### src/rtl/pipe_ctrl_pkg.sv
// Shared types and helpers for the RV32 pipeline hazard controller.
// Holds forward-select encodings, stage shadow layout and FSM state codes.
package pipe_ctrl_pkg;

    localparam int unsigned RF_ADDR_W = 5;

    typedef enum logic [1:0] {
        FWD_RF  = 2'b00,
        FWD_WB  = 2'b01,
        FWD_MEM = 2'b10
    } fwd_sel_e;

    typedef struct packed {
        logic                 valid;
        logic [RF_ADDR_W-1:0] rd;
        logic                 regwrite;
        logic                 memread;
    } stage_info_t;

    typedef logic [0:0] hz_state_e;

    localparam hz_state_e HZ_IDLE    = 1'b0;
    localparam hz_state_e HZ_MC_BUSY = 1'b1;

    // x0 is hardwired zero, so a write to it never produces a usable result.
    function automatic logic rd_hit(input logic                 valid,
                                    input logic                 wr,
                                    input logic [RF_ADDR_W-1:0] rd,
                                    input logic [RF_ADDR_W-1:0] rs);
        return valid && wr && (rd != '0) && (rd == rs);
    endfunction

endpackage

### src/rtl/hazard_fwd_select.sv
// Operand forward selector: picks EX/MEM ALU result, WB result or the regfile
// for one EX source register, using only the MEM and WB shadow state.
module hazard_fwd_select
    import pipe_ctrl_pkg::*;
#(
    parameter int unsigned RF_ADDRESS = RF_ADDR_W
) (
    input  logic [RF_ADDRESS-1:0] i_rs,
    input  logic                  i_mem_valid,
    input  logic                  i_mem_regwrite,
    input  logic [RF_ADDRESS-1:0] i_mem_rd,
    input  logic                  i_wb_valid,
    input  logic                  i_wb_regwrite,
    input  logic [RF_ADDRESS-1:0] i_wb_rd,
    output fwd_sel_e              o_sel
);

    // The younger MEM result wins when both stages write the same register.
    always_comb begin
        o_sel = FWD_RF;
        if (rd_hit(i_mem_valid, i_mem_regwrite, i_mem_rd, i_rs)) begin
            o_sel = FWD_MEM;
        end else if (rd_hit(i_wb_valid, i_wb_regwrite, i_wb_rd, i_rs)) begin
            o_sel = FWD_WB;
        end
    end

endmodule

### src/rtl/pipeline_hazard_ctrl.sv
// Central hazard controller for the 5-stage RV32 pipeline: load-use stalls, redirect
// flushes, multi-cycle EX ops, operand forwarding and stall/flush perf counters.
module pipeline_hazard_ctrl
    import pipe_ctrl_pkg::*;
#(
    parameter int unsigned RF_ADDRESS = RF_ADDR_W,
    parameter int unsigned MC_LAT_W   = 5,
    parameter int unsigned CNT_W      = 32
) (
    input  logic                  clk,
    input  logic                  reset,
    input  logic                  i_id_valid,
    input  logic [RF_ADDRESS-1:0] i_id_rs1,
    input  logic [RF_ADDRESS-1:0] i_id_rs2,
    input  logic                  i_id_rs1_used,
    input  logic                  i_id_rs2_used,
    input  logic [RF_ADDRESS-1:0] i_id_rd,
    input  logic                  i_id_regwrite,
    input  logic                  i_id_memread,
    input  logic                  i_id_mc,
    input  logic [MC_LAT_W-1:0]   i_id_mc_lat,
    input  logic                  i_ex_pcsel,
    output logic                  o_pc_en,
    output logic                  o_if_id_en,
    output logic                  o_if_id_flush,
    output logic                  o_id_ex_en,
    output logic                  o_id_ex_flush,
    output logic                  o_ex_mem_bubble,
    output logic [1:0]            o_fwd_a_sel,
    output logic [1:0]            o_fwd_b_sel,
    output logic                  o_mc_busy,
    output logic [CNT_W-1:0]      o_stall_cnt,
    output logic [CNT_W-1:0]      o_flush_cnt
);

    stage_info_t           r_ex;
    logic [RF_ADDRESS-1:0] r_ex_rs1;
    logic [RF_ADDRESS-1:0] r_ex_rs2;

    logic                  r_mem_valid;
    logic                  r_mem_regwrite;
    logic [RF_ADDRESS-1:0] r_mem_rd;

    logic                  r_wb_valid;
    logic                  r_wb_regwrite;
    logic [RF_ADDRESS-1:0] r_wb_rd;

    hz_state_e             r_state;
    logic [MC_LAT_W-1:0]   r_mc_cnt;
    logic [CNT_W-1:0]      r_stall_cnt;
    logic [CNT_W-1:0]      r_flush_cnt;

    logic                  w_busy;
    logic                  w_load_use;
    logic                  w_redirect;
    logic                  w_mc_start;
    fwd_sel_e              w_fwd_a;
    fwd_sel_e              w_fwd_b;

    assign w_busy     = (r_state == HZ_MC_BUSY);
    assign w_redirect = i_ex_pcsel && !w_busy;

    assign w_load_use = r_ex.valid && r_ex.memread && (r_ex.rd != '0) &&
                        ((i_id_rs1_used && (r_ex.rd == i_id_rs1)) ||
                         (i_id_rs2_used && (r_ex.rd == i_id_rs2)));

    // Entry is decided as the op is loaded into EX so its very first EX cycle already stalls.
    assign w_mc_start = o_id_ex_en && !o_id_ex_flush && i_id_valid && i_id_mc &&
                        (i_id_mc_lat > MC_LAT_W'(1));

    always_comb begin
        o_pc_en         = 1'b1;
        o_if_id_en      = 1'b1;
        o_if_id_flush   = 1'b0;
        o_id_ex_en      = 1'b1;
        o_id_ex_flush   = 1'b0;
        o_ex_mem_bubble = 1'b0;
        o_mc_busy       = 1'b0;
        if (reset) begin
            o_pc_en = 1'b1;
        end else if (w_busy) begin
            o_pc_en         = 1'b0;
            o_if_id_en      = 1'b0;
            o_id_ex_en      = 1'b0;
            o_ex_mem_bubble = 1'b1;
            o_mc_busy       = 1'b1;
        end else if (w_redirect) begin
            o_if_id_flush = 1'b1;
            o_id_ex_flush = 1'b1;
        end else if (w_load_use) begin
            o_pc_en       = 1'b0;
            o_if_id_en    = 1'b0;
            o_id_ex_flush = 1'b1;
        end
    end

    hazard_fwd_select #(
        .RF_ADDRESS(RF_ADDRESS)
    ) u_fwd_a (
        .i_rs          (r_ex_rs1),
        .i_mem_valid   (r_mem_valid),
        .i_mem_regwrite(r_mem_regwrite),
        .i_mem_rd      (r_mem_rd),
        .i_wb_valid    (r_wb_valid),
        .i_wb_regwrite (r_wb_regwrite),
        .i_wb_rd       (r_wb_rd),
        .o_sel         (w_fwd_a)
    );

    hazard_fwd_select #(
        .RF_ADDRESS(RF_ADDRESS)
    ) u_fwd_b (
        .i_rs          (r_ex_rs2),
        .i_mem_valid   (r_mem_valid),
        .i_mem_regwrite(r_mem_regwrite),
        .i_mem_rd      (r_mem_rd),
        .i_wb_valid    (r_wb_valid),
        .i_wb_regwrite (r_wb_regwrite),
        .i_wb_rd       (r_wb_rd),
        .o_sel         (w_fwd_b)
    );

    assign o_fwd_a_sel = reset ? FWD_RF : w_fwd_a;
    assign o_fwd_b_sel = reset ? FWD_RF : w_fwd_b;
    assign o_stall_cnt = r_stall_cnt;
    assign o_flush_cnt = r_flush_cnt;

    // Stage shadows; a flushed or bubbled slot is fully cleared so it can never match.
    always_ff @(posedge clk) begin
        if (reset) begin
            r_ex           <= '0;
            r_ex_rs1       <= '0;
            r_ex_rs2       <= '0;
            r_mem_valid    <= 1'b0;
            r_mem_regwrite <= 1'b0;
            r_mem_rd       <= '0;
            r_wb_valid     <= 1'b0;
            r_wb_regwrite  <= 1'b0;
            r_wb_rd        <= '0;
        end else begin
            if (o_id_ex_en) begin
                if (o_id_ex_flush) begin
                    r_ex     <= '0;
                    r_ex_rs1 <= '0;
                    r_ex_rs2 <= '0;
                end else begin
                    r_ex.valid    <= i_id_valid;
                    r_ex.rd       <= i_id_rd;
                    r_ex.regwrite <= i_id_regwrite;
                    r_ex.memread  <= i_id_memread;
                    r_ex_rs1      <= i_id_rs1;
                    r_ex_rs2      <= i_id_rs2;
                end
            end
            if (o_ex_mem_bubble) begin
                r_mem_valid    <= 1'b0;
                r_mem_regwrite <= 1'b0;
                r_mem_rd       <= '0;
            end else begin
                r_mem_valid    <= r_ex.valid;
                r_mem_regwrite <= r_ex.regwrite;
                r_mem_rd       <= r_ex.rd;
            end
            r_wb_valid    <= r_mem_valid;
            r_wb_regwrite <= r_mem_regwrite;
            r_wb_rd       <= r_mem_rd;
        end
    end

    // Busy lasts lat-1 cycles; the op leaves EX on the first idle cycle after.
    always_ff @(posedge clk) begin
        if (reset) begin
            r_state  <= HZ_IDLE;
            r_mc_cnt <= '0;
        end else if (r_state == HZ_IDLE) begin
            if (w_mc_start) begin
                r_state  <= HZ_MC_BUSY;
                r_mc_cnt <= i_id_mc_lat - MC_LAT_W'(1);
            end
        end else if (r_mc_cnt <= MC_LAT_W'(1)) begin
            r_state  <= HZ_IDLE;
            r_mc_cnt <= '0;
        end else begin
            r_mc_cnt <= r_mc_cnt - MC_LAT_W'(1);
        end
    end

    always_ff @(posedge clk) begin
        if (reset) begin
            r_stall_cnt <= '0;
            r_flush_cnt <= '0;
        end else begin
            if (!o_pc_en && (r_stall_cnt != '1)) begin
                r_stall_cnt <= r_stall_cnt + CNT_W'(1);
            end
            if (w_redirect && (r_flush_cnt != '1)) begin
                r_flush_cnt <= r_flush_cnt + CNT_W'(1);
            end
        end
    end

endmodule

### config.mk
export PLATFORM = sky130hd
export DESIGN_NAME = pipeline_hazard_ctrl
export DESIGN_NICKNAME = d
export VERILOG_FILES = /design/src/rtl/pipe_ctrl_pkg.sv /design/src/rtl/hazard_fwd_select.sv /design/src/rtl/pipeline_hazard_ctrl.sv
export SDC_FILE = /design/constraint.sdc
export NUM_CORES = 1
export LEC_CHECK = 0
export ABC_AREA = 1
export BUFFER_PORTS_ARGS = -buffer_cell sky130_fd_sc_hd__buf_2
export CORE_MARGIN = 2
export CORE_UTILIZATION = 35
export DETAILED_ROUTE_END_ITERATION = 8
export MAX_ROUTING_LAYER = met4
export PLACE_DENSITY_LB_ADDON = 0.12
export SETUP_SLACK_MARGIN = 0.05
export SYNTH_ARGS = -nofsm -noshare
export SYNTH_HDL_FRONTEND = slang
export SYNTH_SLANG_ARGS = --single-unit
### constraint.sdc
create_clock -name clk -period 1.7 [get_ports clk]
set_input_delay 0.085 -clock clk [delete_from_list [all_inputs] [get_ports clk]]
set_output_delay 0.085 -clock clk [all_outputs]
set_load 0.02 [all_outputs]
Word level (Yosys, flattened, before mapping)

Index checks and enable logic that the tools add are counted.

Register bits after elaboration: 102
Bits of input ports: 29
Logic and storage cells: 89

$add $sub $neg: 4
Magnitude comparators: 2
Equality and inequality tests: 8
Multiplexer cells: 30
Reductions and logical operators: 29

Operator list:

| operator                                                       | count |
|---|---|
| adder 32 x 1 -> 32 bit, second input constant                  | 2 |
| inequality test 32 bit, second input constant                  | 2 |
| == test 5 bit                                                  | 6 |
| 2-to-1 mux 5 bit                                               | 5 |
| logical AND 1 bit                                              | 20 |
| 2-to-1 mux 1 bit                                               | 20 |
| nonzero test 5 bit                                             | 3 |
| subtractor 5 x 1 -> 5 bit, second input constant               | 2 |
| 2-to-1 mux 2 bit                                               | 4 |
| 2-to-1 mux 8 bit                                               | 1 |
| > comparator 5 x 1 -> 1 bit, second input constant             | 1 |
| less-or-equal comparator 5 x 1 -> 1 bit, second input constant | 1 |
| logical NOT 1 bit                                              | 3 |
| nonzero test 2 bit                                             | 1 |
| OR reduction 2 bit                                             | 1 |
| logical OR 1 bit                                               | 1 |

Logic depth before layout (Yosys ltp)

Depth after elaboration: 15
Mapped depth: 13
Depth with buffers taken out: 12

Hierarchy

Synthesis repeated with hierarchy kept, for this count alone.

Cells, all modules: 972
Area, all modules: 6054.6 µm²

Modules (own cells, without submodules):

| module               | instances | cells each | area an instance (µm²) | seq. area each (µm²) |
|---|---|---|---|---|
| pipeline_hazard_ctrl | 1         | 852        | 5579.1                 | 2042.0 |
| hazard_fwd_select    | 2         | 60         | 237.7                  | 0.0 |

Worst setup path after synthesis

Ideal clock, no wire load.

Path kind: register -> register
Start point: register r_stall_cnt[0] (netlist: o_stall_cnt[0])
End point: register r_stall_cnt[10] (netlist: o_stall_cnt[10])
Setup time: 132 ps
Arrival: 1764 ps
Slack: -196 ps
Cell stages (with the launch flop): 10
Clock period less this slack: 1896 ps
Path through: dfxtp_1 > ha_1 > nand3_2 > inv_2 > nand2_1 > nor3_2 > nand4_2 > clkbuf_1 > nand3_1 > a21oi_1

Word-level cells in the longest chain between the ends: 2
Elaborated cells between the ends (all ways): 3
Those cells by class: add/sub (1); eq/ne (1); reduce/logical (1)

Ends and longest elaborated chain:

| element                                                        | line                        | RTL |
|---|---|---|
| from (decl)                                                    | pipeline_hazard_ctrl.sv:50  | `logic [CNT_W-1:0] r_stall_cnt;` |
| from (signal assigned)                                         | pipeline_hazard_ctrl.sv:194 | `r_stall_cnt <= r_stall_cnt + CNT_W'(1);` |
| branches (longest 2 deep; another with adder 32 x 1 -> 32 bit) | n/a                         |  |

Parallel ways; which one is timed is not known.
A chain may end at the register's enable or synchronous reset.

Final worst setup path

Start point: register r_ex[2] (netlist bit)
End point: output port o_if_id_en

Word-level cells in the longest chain between the ends: 8
Elaborated cells between the ends (all ways): 12
Those cells by class: eq/ne (2); mux (4); reduce/logical (6)

Ends and longest elaborated chain:

| element                              | line                                                   | RTL |
|---|---|---|
| from (decl)                          | pipeline_hazard_ctrl.sv:36                             | `stage_info_t r_ex;` |
| == test 5 bit (on tied branches)     | pipeline_hazard_ctrl.sv:64, pipeline_hazard_ctrl.sv:65 |  |
| logical AND 1 bit (on tied branches) | pipeline_hazard_ctrl.sv:64, pipeline_hazard_ctrl.sv:65 |  |
| logical OR 1 bit                     | pipeline_hazard_ctrl.sv:64                             | `((i_id_rs1_used && (r_ex.rd == i_id_rs1)) \|\|` |
| logical AND 1 bit *                  | pipeline_hazard_ctrl.sv:63                             | `assign w_load_use = r_ex.valid && r_ex.memread && (r_ex.rd != '0) &&` |
| 2-to-1 mux 1 bit *                   | pipeline_hazard_ctrl.sv:90                             | `end else if (w_load_use) begin` |
| 2-to-1 mux 1 bit *                   | pipeline_hazard_ctrl.sv:87                             | `end else if (w_redirect) begin` |
| 2-to-1 mux 1 bit *                   | pipeline_hazard_ctrl.sv:81                             | `end else if (w_busy) begin` |
| 2-to-1 mux 1 bit *                   | pipeline_hazard_ctrl.sv:79                             | `if (reset) begin` |
| to (decl)                            | pipeline_hazard_ctrl.sv:24                             | `output logic o_if_id_en,` |

Every way passes the cells marked *; elsewhere a longest branch is shown, timed or not.

==> results.toml <==
[floorplanning]
die_h_um = 134.6
io_pins = 104
die_x_um = 134.6
core_area_sq_mm = 0.01664
start_util_pct = 35.88
dieArea_sq_mm = 0.01812
rows = 47

[clock_tree]
cts_buffer_depth = 2
numCtsBuffers = 9
cts_tree = "yes"
clockRootBuffer = "clkbuf_16"
htreeDepth = 3
clock_latency_ns = 0.36
clkTransAtPathRegs_ns = 0.08
cts.sinks = 102

[timing]
finalHoldViolCount = 0
fin_tns_setup_ns = -0.06092
setup_viol = 3
rsz0062_at_grt = "yes"
max_slew_margin_pct = 50.54
fin_crit_ns = 1.721
postLayoutSetupSlackWorst_ns = -0.02123
skew_ns = 0.007074
slew_violations = 0
max_slew.worst_pin.slew_ns = 0.7419
period_share_pct = 101.2
max_freq_mhz = 581.0

[final_layout]
drive_gt1_share_pct = 42.28
syn_to_final_growth_pct = 52.83
seq_area_sq_mm = 0.002116
multi_input_area_sq_mm = 0.004190
final_cells = 1379
fillers = 1637
finish.instance_area_sq_mm = 0.009125
antennaDiodeCount = 0
nets = 1189

[global_route]
grt.total_usage_pct = 21.47
grtUsageMet3_pct = 2.140
use_met2_pct = 33.45
grt_max_degree = 43
grt-ovfl-total = 0
grt_busiest_layer = "met2"
met1_usage_pct = 29.42
grt_pass1_wl_um = 30350
grt_pass1_vias = 6136
antenna_found_initial = 0

[power_and_ir_drop]
ir_drop_uv = 498.0
power_mw = 5.319
p_per_area_mw_per_mm2 = 582.9
total_leakage_power_nw = 4.070

[worst_setup_path]
crit_type = "reg2out"
rr_endpoint = "o_stall_cnt[17]"
cp_slowest_cell = "dfxtp_2"
crit_arrival_ns = 1.64
path_common_cell = "nand2_2"
r2r_setup_slack_ns = 0
slowest_delay_ns = 0.36
worst_ep_required_time_ns = 1.62
rr_worst_depth = 13
cp-start-kind = "register"
path_cells = "inv_2 > nand2_2 > nand2_2 > nor2_1 > nand3_1 > nand2_2 > nand3_2 > nand2_4 > buf_12 > inv_6 > buf_6"
worstPathMaxFanout = 4
endpoint_kind = "output port"
r2r-start = "r_ex[2]"

[synth]
yosysWarnings = 0
synth_ff_type = "dfxtp_1"
yosysTopAreaCell = "dfxtp_1"
synthesis.nets = 966
yosysTopAreaCellShare_pct = 34.20
ys_seq_area_share_pct = 34.20
ys_types = 36
async_reset_ff_share_pct = 0
synth_area_per_cell_sq_um = 6.413
syn_inst = 931
synthesis.area_sq_mm = 0.005971
synth_edf_count = 0
synth_area_leaders = "dfxtp_1, nand2_1, nor2_1"
ys_ff_latch = 102

[placement]
io_buffers = 103
dp_cells = 1316
dpl-instance-area_sq_mm = 0.007376
dpl_worst_slack_ns = 0.03447
hpwl_um = 13630
gp_congestion = 0.8940

[run]
drv_cap = 0

[drt]
firstDrtPassIters = 7
vias_per_cell = 4.872
final_antenna_net_count = 0
drc = 0
wire_per_inst_um = 14.47
vias = 6718
wirelength_um = 19960
drtIter0Drc = 399

[hold_path]
hp-class = "in2reg"
whs_endpoint = "r_ex_rs2[3]"
min_from = "i_id_rs2[3]"
whs_path_depth = 3

[status]
violations = "negative setup slack"
status = "finished with violations"
-- synthesized netlist by cell type (11+ instances only) --
cell type	count
nand2_1	278
nand4_1	19
nand3_1	66
clkbuf_1	11
xor2_1	32
inv_1	95
o21ai_0	22
nor3_1	25
o22ai_1	14
nor2_1	123
a21oi_1	65
dfxtp_1	102
xnor2_1	18
-- where the power goes --
| group | leakage [nW] | switching, mW | internal (mW) |
|---|---|---|---|
| logic | 3.08 | 0.416 | 0.327 |
| registers | 0.850 | 0.0553 | 2.44 |
| clock network | 0.144 | 1.05 | 1.03 |
-- area by class of cell --
type	instances	area share, %
flip-flops and latches	102	23.19
clock buffers	9	2.468
inverters	99	4.292
multi-input cells	701	45.92
repair buffers	241	20.40
well taps	220	3.017
clock inverters	7	0.7130
-- cells by family (layout without fill, tap and decap cells) --
family	Yosys count	after routing	share of synthesized area, %
simple gates	539	539	38.64
buf+inv	128	356	9.115
compound gates	106	106	9.451
flops	102	102	34.20
xor+xnor	50	50	7.334
fa+ha+maj	6	6	1.257
-- stage by stage --
step | hold slack, ns | util (%)
6_report | 0.01447 | 54.83
5_1_grt | 0.007868 | 54.83
4_1_cts | 0.0008485 | 48.31
3_5_place_dp | 0.3357 | 44.32
3_3_place_gp | 0.3277 | 44.32
2_1_floorplan | 0.2204 | -
-- per-layer routing --
layer,routed length (um),up-vias
li1,-,3454
met1,9432,3084
met2,9392,153
met3,761,27
met4,373,0
met5,0,-
-- cell usage in the layout (no fill, tap or decap), types with 16 or more instances in the layout --
| master | instances |
|---|---|
| nand2_2 | 34 |
| xnor2_1 | 17 |
| dfxtp_2 | 41 |
| nand2_1 | 213 |
| clkbuf_16 | 16 |
| nor2_1 | 98 |
| xor2_1 | 32 |
| dfxtp_1 | 55 |
| inv_2 | 16 |
| nand3_1 | 60 |
| inv_1 | 80 |
| buf_2 | 96 |
| buf_4 | 107 |
| a21oi_2 | 47 |
| nand4_1 | 19 |
| nor2_2 | 22 |
| nand2_4 | 33 |
| a21oi_1 | 18 |
-- critical path: cells and delay by family (launching register included) --
kind / cells / cell delay (ns)
DFF: 1 / 0.36
and+or+nand+nor: 7 / 0.58
buffers and inverters: 4 / 0.32
-- how the worst max path moves through the flow --
stage	startpoint	end	slack (ns)	cells after the start
2_1_floorplan	o_flush_cnt[26]	o_flush_cnt[0]	0.05	9
3_3_place_gp	r_ex[3]	o_stall_cnt[1]	-0.004	12
3_5_place_dp	o_flush_cnt[0]	o_flush_cnt[29]	0.03	10
4_1_cts	r_ex[2]	o_if_id_en	-0.01	11
5_1_grt	r_ex[2]	o_id_ex_flush	-0.12	12
6_report	r_ex[2]	o_if_id_en	-0.02	11
-- what timing repair did --
item	CTS	global route
pin swaps	16	61
endpoints found under the hold margin	12	0
resized for setup	54	252
endpoints found under the setup margin	43	80
hold buffers	12	0
setup buffers	20	5
cloned	0	10
-- sequential cells by signal, summed over array words and instances (netlist names) --
name and cells:
o_flush_cnt 32, o_stall_cnt 32, r_ex 8, r_ex_rs1 5, r_ex_rs2 5, r_mc_cnt 5
r_mem_rd 5, r_wb_rd 5, r_mem_regwrite 1, r_mem_valid 1, r_state 1, r_wb_regwrite 1
r_wb_valid 1
(Power assumes the default switching activity.)
